--- src/rtl/ram_burst_reader.sv ---
// ram_burst_reader: sweeps the result RAM from address 0 to max_ram_address-1
// and unpacks every burst word into burst_index samples, slot 0 first,
// presented on a valid/ready stream.
//
// Ports:
//   clk           clock, shared with the RAM read port
//   reset         asynchronous active-low reset
//   start         one-cycle pulse, begins a sweep (ignored unless idle)
//   ram_addr      RAM read address
//   ram_q         RAM read data (read_latency cycles after ram_addr)
//   sample_data   unpacked sample
//   sample_valid  sample_data valid
//   sample_ready  downstream accepts when high together with sample_valid
//   sample_index  samples accepted so far in this sweep
//   busy          sweep in progress
//   done          high from sweep completion until the next start
module ram_burst_reader #(
    parameter int unsigned no_of_digits    = 10,
    parameter int unsigned radix_bits      = 3,
    parameter int unsigned address_width   = 14,
    parameter int unsigned max_ram_address = 4096,
    parameter int unsigned burst_index     = 5,
    parameter int unsigned read_latency    = 2
) (
    input  logic                                                  clk,
    input  logic                                                  reset,
    input  logic                                                  start,
    output logic [address_width-1:0]                              ram_addr,
    input  logic [(no_of_digits+1)*radix_bits*burst_index-1:0]    ram_q,
    output logic [(no_of_digits+1)*radix_bits-1:0]                sample_data,
    output logic                                                  sample_valid,
    input  logic                                                  sample_ready,
    output logic [address_width+8-1:0]                            sample_index,
    output logic                                                  busy,
    output logic                                                  done
);

    localparam int unsigned SW     = (no_of_digits + 1) * radix_bits;
    localparam int unsigned WW     = SW * burst_index;
    localparam int unsigned AW     = address_width;
    localparam int unsigned IDX_W  = address_width + 8;
    localparam int unsigned SLOT_W = (burst_index > 1) ? $clog2(burst_index) : 1;
    localparam int unsigned LAT_W  = (read_latency > 1) ? $clog2(read_latency) : 1;

    typedef enum logic [2:0] {
        IDLE   = 3'd0,
        ISSUE  = 3'd1,
        WAIT   = 3'd2,
        EMIT   = 3'd3,
        FINISH = 3'd4
    } state_t;

    state_t              state_q,        state_d;
    logic [AW-1:0]       ram_addr_q,     ram_addr_d;
    logic [WW-1:0]       burst_q,        burst_d;
    logic [SLOT_W-1:0]   slot_q,         slot_d;
    logic [LAT_W-1:0]    lat_q,          lat_d;
    logic [SW-1:0]       sample_data_q,  sample_data_d;
    logic                sample_valid_q, sample_valid_d;
    logic [IDX_W-1:0]    sample_index_q, sample_index_d;
    logic                busy_q,         busy_d;
    logic                done_q,         done_d;

    logic [SW-1:0]       slot_word [burst_index];
    logic [SLOT_W-1:0]   slot_nxt;

    // Burst register viewed as an array of samples, slot 0 in the low bits
    for (genvar k = 0; k < burst_index; k++) begin : g_slot
        assign slot_word[k] = burst_q[k*SW +: SW];
    end

    assign slot_nxt = slot_q + SLOT_W'(1);

    // Next-state and registered-output computation
    always_comb begin
        state_d        = state_q;
        ram_addr_d     = ram_addr_q;
        burst_d        = burst_q;
        slot_d         = slot_q;
        lat_d          = lat_q;
        sample_data_d  = sample_data_q;
        sample_valid_d = sample_valid_q;
        sample_index_d = sample_index_q;
        busy_d         = busy_q;
        done_d         = done_q;

        case (state_q)
            IDLE: begin
                busy_d = 1'b0;
                if (start) begin
                    ram_addr_d     = '0;
                    sample_index_d = '0;
                    done_d         = 1'b0;
                    busy_d         = 1'b1;
                    state_d        = ISSUE;
                end
            end
            ISSUE: begin
                lat_d   = LAT_W'(read_latency - 1);
                state_d = WAIT;
            end
            WAIT: begin
                if (lat_q == '0) begin
                    // Slot 0 goes straight from ram_q so valid rises with the capture
                    burst_d        = ram_q;
                    slot_d         = '0;
                    sample_data_d  = ram_q[SW-1:0];
                    sample_valid_d = 1'b1;
                    state_d        = EMIT;
                end else begin
                    lat_d = lat_q - LAT_W'(1);
                end
            end
            EMIT: begin
                if (sample_valid_q && sample_ready) begin
                    sample_index_d = sample_index_q + IDX_W'(1);
                    if (slot_q == SLOT_W'(burst_index - 1)) begin
                        sample_valid_d = 1'b0;
                        if (ram_addr_q == AW'(max_ram_address - 1)) begin
                            state_d = FINISH;
                        end else begin
                            ram_addr_d = ram_addr_q + AW'(1);
                            state_d    = ISSUE;
                        end
                    end else begin
                        slot_d        = slot_nxt;
                        sample_data_d = slot_word[slot_nxt];
                    end
                end
            end
            FINISH: begin
                busy_d  = 1'b0;
                done_d  = 1'b1;
                state_d = IDLE;
            end
            default: begin
                state_d = IDLE;
            end
        endcase
    end

    // State and output registers
    always_ff @(posedge clk or negedge reset) begin
        if (!reset) begin
            state_q        <= IDLE;
            ram_addr_q     <= '0;
            burst_q        <= '0;
            slot_q         <= '0;
            lat_q          <= '0;
            sample_data_q  <= '0;
            sample_valid_q <= 1'b0;
            sample_index_q <= '0;
            busy_q         <= 1'b0;
            done_q         <= 1'b0;
        end else begin
            state_q        <= state_d;
            ram_addr_q     <= ram_addr_d;
            burst_q        <= burst_d;
            slot_q         <= slot_d;
            lat_q          <= lat_d;
            sample_data_q  <= sample_data_d;
            sample_valid_q <= sample_valid_d;
            sample_index_q <= sample_index_d;
            busy_q         <= busy_d;
            done_q         <= done_d;
        end
    end

    assign ram_addr     = ram_addr_q;
    assign sample_data  = sample_data_q;
    assign sample_valid = sample_valid_q;
    assign sample_index = sample_index_q;
    assign busy         = busy_q;
    assign done         = done_q;

endmodule

--- config.mk ---
export PLATFORM = sky130hd
export DESIGN_NAME = ram_burst_reader
export DESIGN_NICKNAME = d
export VERILOG_FILES = /design/src/rtl/ram_burst_reader.sv
export SDC_FILE = /design/constraint.sdc
export NUM_CORES = 1
export LEC_CHECK = 0
export ABC_AREA = 1
export CAP_MARGIN = 15
export CORE_ASPECT_RATIO = 0.9
export CORE_UTILIZATION = 52
export DETAILED_ROUTE_END_ITERATION = 12
export GPL_ROUTABILITY_DRIVEN = 0
export PLACE_DENSITY = 0.84
export SKIP_LAST_GASP = 1
export SYNTH_ARGS = -nofsm -noshare
export SYNTH_HDL_FRONTEND = slang
export SYNTH_SLANG_ARGS = --single-unit
--- constraint.sdc ---
create_clock -name clk -period 2.6 [get_ports clk]
set_input_delay 0.78 -clock clk [delete_from_list [all_inputs] [get_ports clk]]
set_output_delay 0.78 -clock clk [all_outputs]
set_load 0.01 [all_outputs]
==> results of run 1 <==
routing by layer:
metal  global-route usage [%]  share of wire, %  vias up
li1                         -                 -     5016
met1                     37.1                44     4882
met2                     44.4                47      418
met3                     3.72               6.6       70
met4                     7.78               3.0        4
met5                        0             0.088        -
registers in the layout, indices dropped and copies added (netlist names):
signal / cells
busy: 1
state_q: 3
ram_addr: 14
slot_q: 3
sample_valid: 1
sample_data: 33
burst_q: 165
done: 1
sample_index: 22
lat_q: 1
power groups by stage:
stage               Combinational [mW]  Sequential [mW]  Clock [mW]
global route                      9.41             6.58        3.88
detailed placement                8.27             6.43           0
CTS                               8.35             6.40        3.74
floorplan                         5.60             6.32           0
finish                            8.34             6.40        3.68
global placement                  7.96             6.34           0
logic make-up (layout without fill, tap and decap cells):
kind of cell    count (synthesis)  in the layout  synth area share (%)
buf+inv                       214            443                  7.35
xor+xnor                        6              6                 0.445
flops                         244            244                  51.7
other cells                     0              1                     0
compound gates                301            301                  13.8
mux                            69             69                  6.58
simple gates                  575            575                  19.6
fa+ha+maj                       4              4                 0.424
layout by cell type, fill, tap and decap left out, types with 15 or more instances in the layout:
master           count
mux2_1              69
o211ai_1            30
o21ai_1             45
inv_1              131
o21ai_0             51
nand3_1             30
clkdlybuf4s50_1    239
dfrtp_1            243
a31oi_1             33
nor2_1             132
a21oi_1            138
clkbuf_16           27
buf_4               15
nand2_1            376
worst max-delay path by stage:
stage / from / to / cells past startpoint
6_report: ram_addr[0]$_DFFE_PN0P_ / ram_addr[0] / 1
5_1_grt: ram_addr[3]$_DFFE_PN0P_ / ram_addr[3] / 1
4_1_cts: ram_addr[0]$_DFFE_PN0P_ / ram_addr[0] / 1
3_5_place_dp: sample_ready / sample_index[17]$_DFFE_PN0P_ / 9
3_3_place_gp: sample_ready / sample_index[19]$_DFFE_PN0P_ / 9
2_1_floorplan: slot_q[0]$_DFFE_PN0P_ / sample_data[22]$_DFFE_PN0P_ / 12
cell type report:
type / count / area [um2]
diodes: 1 / 2.50
flip-flops and latches: 244 / 6110
clock inverters: 8 / 93.8
clock buffers: 38 / 757
fillers: 1667 / 6560
inverters: 134 / 503
multi-input cells: 955 / 4880
repair buffers: 263 / 2680
well taps: 291 / 364
stage by stage:
stage               std cells  utilization, %
floorplan                1413               -
global placement         1887            66.2
detailed placement       1887            66.2
CTS                      1933            70.1
global route             1933            70.1
finish                   1934            70.1
==> run metrics, run 1 <==
largest net degree at the start of global routing=110; DRT iter0 DRCs=905; Leak Pwr=7.21 nW; RSZ-0062 raised after global routing=false; Final HPWL DP=20.7 mm; synth top area cells=dfrtp_1 (52%), nand2_1 (12%), mux2_1 (6.6%); vias after detailed routing=slightly above 10,000; register share of total power=34.7%; total core area=around 22,000 um2; Hold-fix buffers, CTS=0; Yosys reg bits=244; drt wl/cell=15.9 um; FMAX=roughly 420 MHz; Fin Hold WS=0.205 ns; final max-slew violation count=0; Mapped Area=11,800 um2; clk root buf=clkbuf_16; Clock Pin Slew Worst Setup and Hold Paths=~0.06 ns; Core Rows=51; # IOs=241; reg2reg start=slot_q[0]$_DFFE_PN0P_; DR DRC count=0; switching share of power=40.1%; CTS tree=yes; # port buffers=240; reg2reg setup slack=around 0.46 ns; critical path arrival=1.61 ns; Internal Pwr Total=11.0 mW; GRT Residual Overflow=0; Layout area overhead=30.4%; Final setup viols=0; Setup WS pre-CTS=0.229 ns; vias in the first global route=10,300; Worst setup SP type=flop; worst setup margin=0.206 ns; syn nets=1,586; die area=23,300 um2; Crit Path Class=reg -> out; DRT Pass-1 Iters=5; number of synthesized flops with an enable pin=0; GRT Util Overall=26.9%; power density cells=1200 nW/um2; Tmin final=2.39 ns; Most used DFF post-synth=dfrtp_1; Synth area leader=dfrtp_1; fin nets=1,797; delay-heaviest family, CP=buffers and inverters; clock share of power=20.0%; max_cap viols=0; worst slew pin tran=0.767 ns; Clock Skew=0.00813 ns; ys async rst share=100%; layout cells sized above 1=5.05%; CTS Buf Count=26; Starting Density=53.8%; DIE HEIGHT=145 um; final hold violation count=0; Final Cycle Share=92.1%; Setup TNS Final=0 ns; Combinational Power Share=between 40% and 50%; global-route wire length before repair=around 51 mm; Worst path max stage delay=0.59 ns; Max-slew headroom=48.8%; Post-synth top cells=nand2_1 (376), dfrtp_1 (244), a21oi_1 (138); Yosys cell types=35; fin area=about 15,000 um2; worst reg2reg path depth=8; Die Wd=161 um; register area share after synthesis=51.7%; Synth warnings=0; DP Area=approximately 15,000 um2; Crit Path Max Fanout=6; number of cells produced by synthesis=1,413; Syn Area/Cell=~8.4 um2; Post-CTS Resized=0; Critical-path top delay cell=clkdlybuf4s50_1; Clock Tree Buf Depth=3; Crit. End Element=output pin; Routed Antenna Nets=0; clock sinks=approximately 240; H-tree level count=1; Yosys top cell area share=51.7%; worst hold path class=in -> async; initial antenna violation count=3; Buf/Inv on CP=1; most common cell in the netlist=nand2_1; total power=18.4 mW; Switch Pwr=7.38 mW; outcome=finished, final reports clean; CP Cell Sequence=clkdlybuf4s50_1; Post-CTS Setup Bufs=0; drt via density=5.37; clk_lat worst skew=0.52 ns; R2R Path End=sample_data[11]$_DFFE_PN0P_; WL final=30.8 mm; critical path required time=1.82 ns; Peak VDD IR=759 uV
Power figures use the tool's default switching activity.
==> run 2, diff against run 1 <==
Settings changed: CORE_UTILIZATION 52 to 47, CTS_CLUSTER_DIAMETER set to 40, DONT_BUFFER_PORTS set to 1, PLACE_DENSITY 0.84 to 0.65.
==> run metrics, run 2 (synthesis results as in run 1) <==
outcome=finished, violations left; failing checks=negative hold slack; total core area=24,500 um2 (+11%); number of flip-flops in the largest register=165 (unchanged); clk_lat worst skew=0.52 ns (about the same); Leak Pwr=6.46 nW (-10%); vias after detailed routing=9,186 (-12%); fin area=13,500 um2 (-13%); Die Wd=169 um (+5.1%); CTS Buf Count=40 (+54%); Core Rows=54 (+5.9%); drt via density=5.22 (-2.8%); Final HPWL DP=18.3 mm (-12%); Post-CTS Resized=0 (unchanged); GRT Residual Overflow=0 (unchanged); vias in the first global route=9,071 (-12%); Layout area overhead=14.0%; most frequent cells in the layout=nand2_1 (376), dfrtp_1 (243), a21oi_1 (138); H-tree level count=2 (+1); die area=25,700 um2 (+10%); GRT Util Overall=22.6% (-4.3 points); DR DRC count=0 (unchanged); WL final=28.5 mm (-7.4%); Final setup viols=0 (unchanged); final max-slew violation count=0 (unchanged); met2 Usage GRT=34.3% (-10 points); FMAX=481 MHz (+15%); clock sinks=244 (unchanged); Crit. End Element=flop; worst hold path class=in -> async; delay-heaviest family, CP=simple AND/OR/NAND/NOR gates; met1 Use GR=30.5% (-6.6 points); Setup TNS Final=0 ns (unchanged); critical path arrival=2.48 ns (+0.87 ns); Crit Path Class=reg -> reg; layout cells sized above 1=7.39% (+2.3 points); max_cap viols=0 (unchanged); Buf/Inv on CP=1 (unchanged); drt wl/cell=16.2 um (+1.8%); DRT iter0 DRCs=563 (-38%); CP Cell Sequence=ha_1 > nand3_1 > nor3_2 > nand3_1 > nand2_2 > inv_1 > nand2_1 > nand2_1; final hold violation count=39 (+39); Clock Pin Slew Worst Setup and Hold Paths=0.05 ns (about the same); DIE HEIGHT=152 um (+5.1%); most common cell after layout, fill and taps aside=nand2_1; Routed Antenna Nets=0 (unchanged); Non-Filler Instances=1,759 (-9.0%); Worst path max stage delay=0.49 ns (-0.10 ns); Crit Path Max Fanout=25 (+19); Most flops, register=burst_q; total power=18.9 mW (+2.3%); Post-CTS Setup Bufs=0 (unchanged); worst slew pin tran=0.898 ns (+0.131 ns); Starting Density=48.3% (-5.5 points); Tmin final=2.08 ns (-0.315 ns); DP Area=12,100 um2 (-17%); Peak VDD IR=660 uV (-13%); CTS tree=yes; DRT Pass-1 Iters=5 (unchanged); power density cells=1400 nW/um2 (+17%); Clock Skew=0.0203 ns (+0.0122 ns); Max-slew headroom=40.0% (-8.8 points); GR peak layer=met2; # port buffers=0 (-100%); initial antenna violation count=4 (+1); critical path required time=3.01 ns (+1.19 ns); clk root buf=clkbuf_16; Worst setup SP type=flop; largest net degree at the start of global routing=245 (+120%); fin nets=1,562 (-13%); Final Cycle Share=80.0% (-12 points); Clock Tree Buf Depth=3 (unchanged); Critical-path top delay cell=dfrtp_1; met3 Resource Use GR=7.64% (+3.9 points); global-route wire length before repair=47.0 mm (-8.1%); # IOs=241 (unchanged); Fin Hold WS=-0.0401 ns (-0.245 ns); placed insts=1,683 (-11%); RSZ-0062 raised after global routing=false
-- run 2: layout make-up --
class                           count  area [um2]
Fill cell                        2306       11000
Multi-Input combinational cell    955        4890
Sequential cell                   244        6110
Timing Repair Buffer               14         168
Clock buffer                       51        1130
Inverter                          134         503
Clock inverter                     22         233
Tap cell                          336         420
Antenna cell                        3        7.51
-- run 2: final timing paths --
path                                          from                          end  slack [ns]  cells after the start
min reg2reg                burst_q[16]$_DFFE_PN0P_      burst_q[16]$_DFFE_PN0P_        0.48                      2
max in group asynchronous                    reset      burst_q[76]$_DFFE_PN0P_        1.96                      0
max reg2reg                ram_addr[0]$_DFFE_PN0P_      ram_addr[3]$_DFFE_PN0P_        0.52                      8
max                        ram_addr[0]$_DFFE_PN0P_      ram_addr[3]$_DFFE_PN0P_        0.52                      8
min                                          reset  sample_index[1]$_DFFE_PN0P_       -0.04                      0
min in group clk                         ram_q[96]      burst_q[96]$_DFFE_PN0P_        0.39                      1
-- run 2: metrics by stage --
step	util, %	setup WS (ns)
3_5_place_dp	49.4	0.517
6_report	55.0	0.521
5_1_grt	55.0	0.218
4_1_cts	55.0	0.533
3_3_place_gp	49.4	0.574
2_1_floorplan	-	0.654
-- run 2: layer usage --
layer	part of all wire, %	up-vias
li1	-	4579
met2	43	254
met4	2.2	2
met5	0.046	-
met1	45	4305
met3	9.0	46
-- run 2: power by group --
part,internal (mW),switching (mW)
sequential,5.52,1.09
combinational,2.53,4.45
clock,3.39,1.88
total,11.4,7.41
==> patch, RTL diff (settings of run 1) <==
The parameter `burst_index` goes from 5 to 6.
--- a/src/rtl/ram_burst_reader.sv
+++ b/src/rtl/ram_burst_reader.sv
@@ -19,7 +19,7 @@
     parameter int unsigned radix_bits      = 3,
     parameter int unsigned address_width   = 14,
     parameter int unsigned max_ram_address = 4096,
-    parameter int unsigned burst_index     = 5,
+    parameter int unsigned burst_index     = 6,
     parameter int unsigned read_latency    = 2
 ) (
     input  logic                                                  clk,
Interface: changed (resized ram_q); port bits go from 241 to 274. The function was not compared with the original's and may differ.
==> patch against run 1 <==
- via count increased by 11%
- sequential power increased by 15%
- wire length increased by 18%
- sequential cell count increased by 33
- total power increased by 9.6%
- global-route usage increased by 0.90 points
- utilization decreased by 1.6 points
- non-clock buffer count increased by 33
- synthesized area increased by 12%
- setup slack got worse by 23 ps
- sequential share of layout area increased by 0.62 points
- design area increased by 12%
- largest cell class unchanged
==> patch: results (changes against run 1) <==
INFO  metric filler_cells_inserted = 1872 (+12%)
INFO  metric grt_pass1_vias = 11560 (+12%)
INFO  metric dp.final_hpwl = 25.22 mm (+22%)
INFO  metric via_per_inst = 5.439 (+1.2%)
INFO  metric crit_arrival = 1640 ps (+30 ps)
INFO  metric mappedNetlistNets = 1720 (+8.4%)
INFO  metric max_freq = 0.4138 GHz (-0.94%)
INFO  metric post_cts.resized_instances = 0 (unchanged)
INFO  metric insertion_delay = 540 ps (+20 ps)
INFO  metric skew = 12.08 ps (+3.952 ps)
INFO  metric grt_util_all_layers = 27.80% (+0.90 points)
INFO  metric synth.area.top_cells = sky130_fd_sc_hd__dfrtp_1, sky130_fd_sc_hd__nand2_1, sky130_fd_sc_hd__mux2_1
INFO  metric post_synth_num_cell_types = 33 (-5.7%)
INFO  metric grt.met2_usage = 47.46% (+3.1 points)
INFO  metric asyncSetResetFlopFracSynth = 100.0% (unchanged)
INFO  metric largest-register = burst_q
INFO  metric detail_route.wl_per_cell = 17.16 µm (+7.8%)
INFO  metric global_route.usage.met1 = 34.35% (-2.7 points)
INFO  metric worstHoldPathType = input pin to asynchronous set/reset pin
INFO  metric synth.yosys.warnings = 0 (unchanged)
INFO  metric number_of_buffers_inserted_to_repair_setup_after_cts = 0 (unchanged)
INFO  metric crit_path_max_incr_delay = roughly 600 ps
INFO  metric finalSetupViolations = 0 (unchanged)
INFO  metric largest_register_ff_count = 198 (+20%)
INFO  metric final_layout_size_suffix_gt1_share = 5.709% (+0.65 points)
INFO  metric report.final.hold_viol_count = 0 (unchanged)
INFO  metric leakagePower = 7.769 nW (+7.8%)
INFO  metric design.final.nets = 1961 (+9.1%)
INFO  metric met3_usage = 6.178% (+2.5 points)
INFO  metric critPathMaxFanout = 7 (+1)
INFO  metric clkTransAtPathRegs = 60 ps (about the same)
INFO  metric drt_iter0_drc = 1052 (+16%)
INFO  metric synthFlopType = sky130_fd_sc_hd__dfrtp_1
INFO  metric outcome = completed
INFO  metric cts_htree_levels = 1 (unchanged)
INFO  metric timing.critical_path.max_delay_family = buffers and inverters
INFO  metric ys_seq_area_share = 52.27% (+0.54 points)
INFO  metric cts_buffer_depth = 3 (unchanged)
INFO  metric synth_common_cells = sky130_fd_sc_hd__nand2_1, sky130_fd_sc_hd__dfrtp_1, sky130_fd_sc_hd__nor2_1, sky130_fd_sc_hd__a21oi_1, sky130_fd_sc_hd__mux2_1
INFO  metric maxSlewHeadroom = 48.05% (-0.74 points)
INFO  metric total_clock_buffers_created_by_cts = 28 (+7.7%)
INFO  metric yosys.cell_count.top_type = sky130_fd_sc_hd__nand2_1
INFO  metric place.port_buffers = 273 (+14%)
INFO  metric peakVddDrop = 0.7522 mV (-0.96%)
INFO  metric master_cell_of_the_clock_root_buffer = sky130_fd_sc_hd__clkbuf_16
INFO  metric grt_pass1_wl = 57.88 mm (+13%)
INFO  metric slowest_stage = sky130_fd_sc_hd__clkdlybuf4s50_1
INFO  metric drt_first_pass_iters = 6 (+1)
INFO  metric grt_start_max_net_pins = 88 (-20%)
## patch: where the power goes
part / total [mW] / switching (mW) / internal (mW)
Clock: 3.72 / 1.60 / 2.13
Sequential: 7.33 / 1.03 / 6.30
Combinational: 9.14 / 5.41 / 3.74
Total: 20.2 / 8.04 / 12.2
## patch: worst register-to-register path: cells and delay by family, from the launching register on
kind | cells | cell delay [ps]
simple gates | 3 | 530
mux | 1 | 440
buf+inv | 2 | 490
flops | 1 | 440
## patch: path summary, 6_finish.rpt
| check | start | endpoint | slack [ps] | cells after the start |
|---|---|---|---|---|
| max | ram_addr[8]$_DFFE_PN0P_ | ram_addr[8] | 180 | 1 |
| min | reset | sample_index[3]$_DFFE_PN0P_ | 120 | 1 |
| max reg2reg | state_q[2]$_DFFE_PN0P_ | burst_q[50]$_DFFE_PN0P_ | 580 | 6 |
| min reg2reg | sample_data[23]$_DFFE_PN0P_ | sample_data[23]$_DFFE_PN0P_ | 480 | 2 |
| max in group asynchronous | reset | burst_q[78]$_DFFE_PN0P_ | 1710 | 2 |
| min in group clk | sample_data[23]$_DFFE_PN0P_ | sample_data[23]$_DFFE_PN0P_ | 480 | 2 |
## patch: final cells by class
cell class,count,area share [%]
clock buffer,42,4.734
timing repair buffer,296,17.71
clock inverter,2,0.05817
sequential,277,40.31
tap,342,2.487
multi-input combinational,1056,32.59
antenna,1,0.01454
inverter,96,2.094
## patch: per-stage QoR
step	worst slack, ps	power, mW	cell area, µm²	cells
floorplan	933.4	13.30	13260	1514
global route	141.3	21.72	17200	2111
CTS	182.6	20.28	17200	2111
global placement	202.9	16.00	16380	2067
finish	183.1	20.20	17210	2112
detailed placement	151.2	16.48	16380	2067
## patch: kinds of logic after synthesis
logic type | count (synthesis) | synth area share, %
compound gates | 305 | 11.76
xor+xnor | 4 | 0.2642
fa+ha+maj | 4 | 0.3774
buf+inv | 181 | 5.671
flops | 277 | 52.27
mux | 132 | 11.21
simple gates | 611 | 18.45
## patch: metal layers
layer,wire length (µm),part of all wire [%]
met3,2812,7.8
met4,1394,3.8
met1,14200,39
met5,27,0.075
met2,17810,49
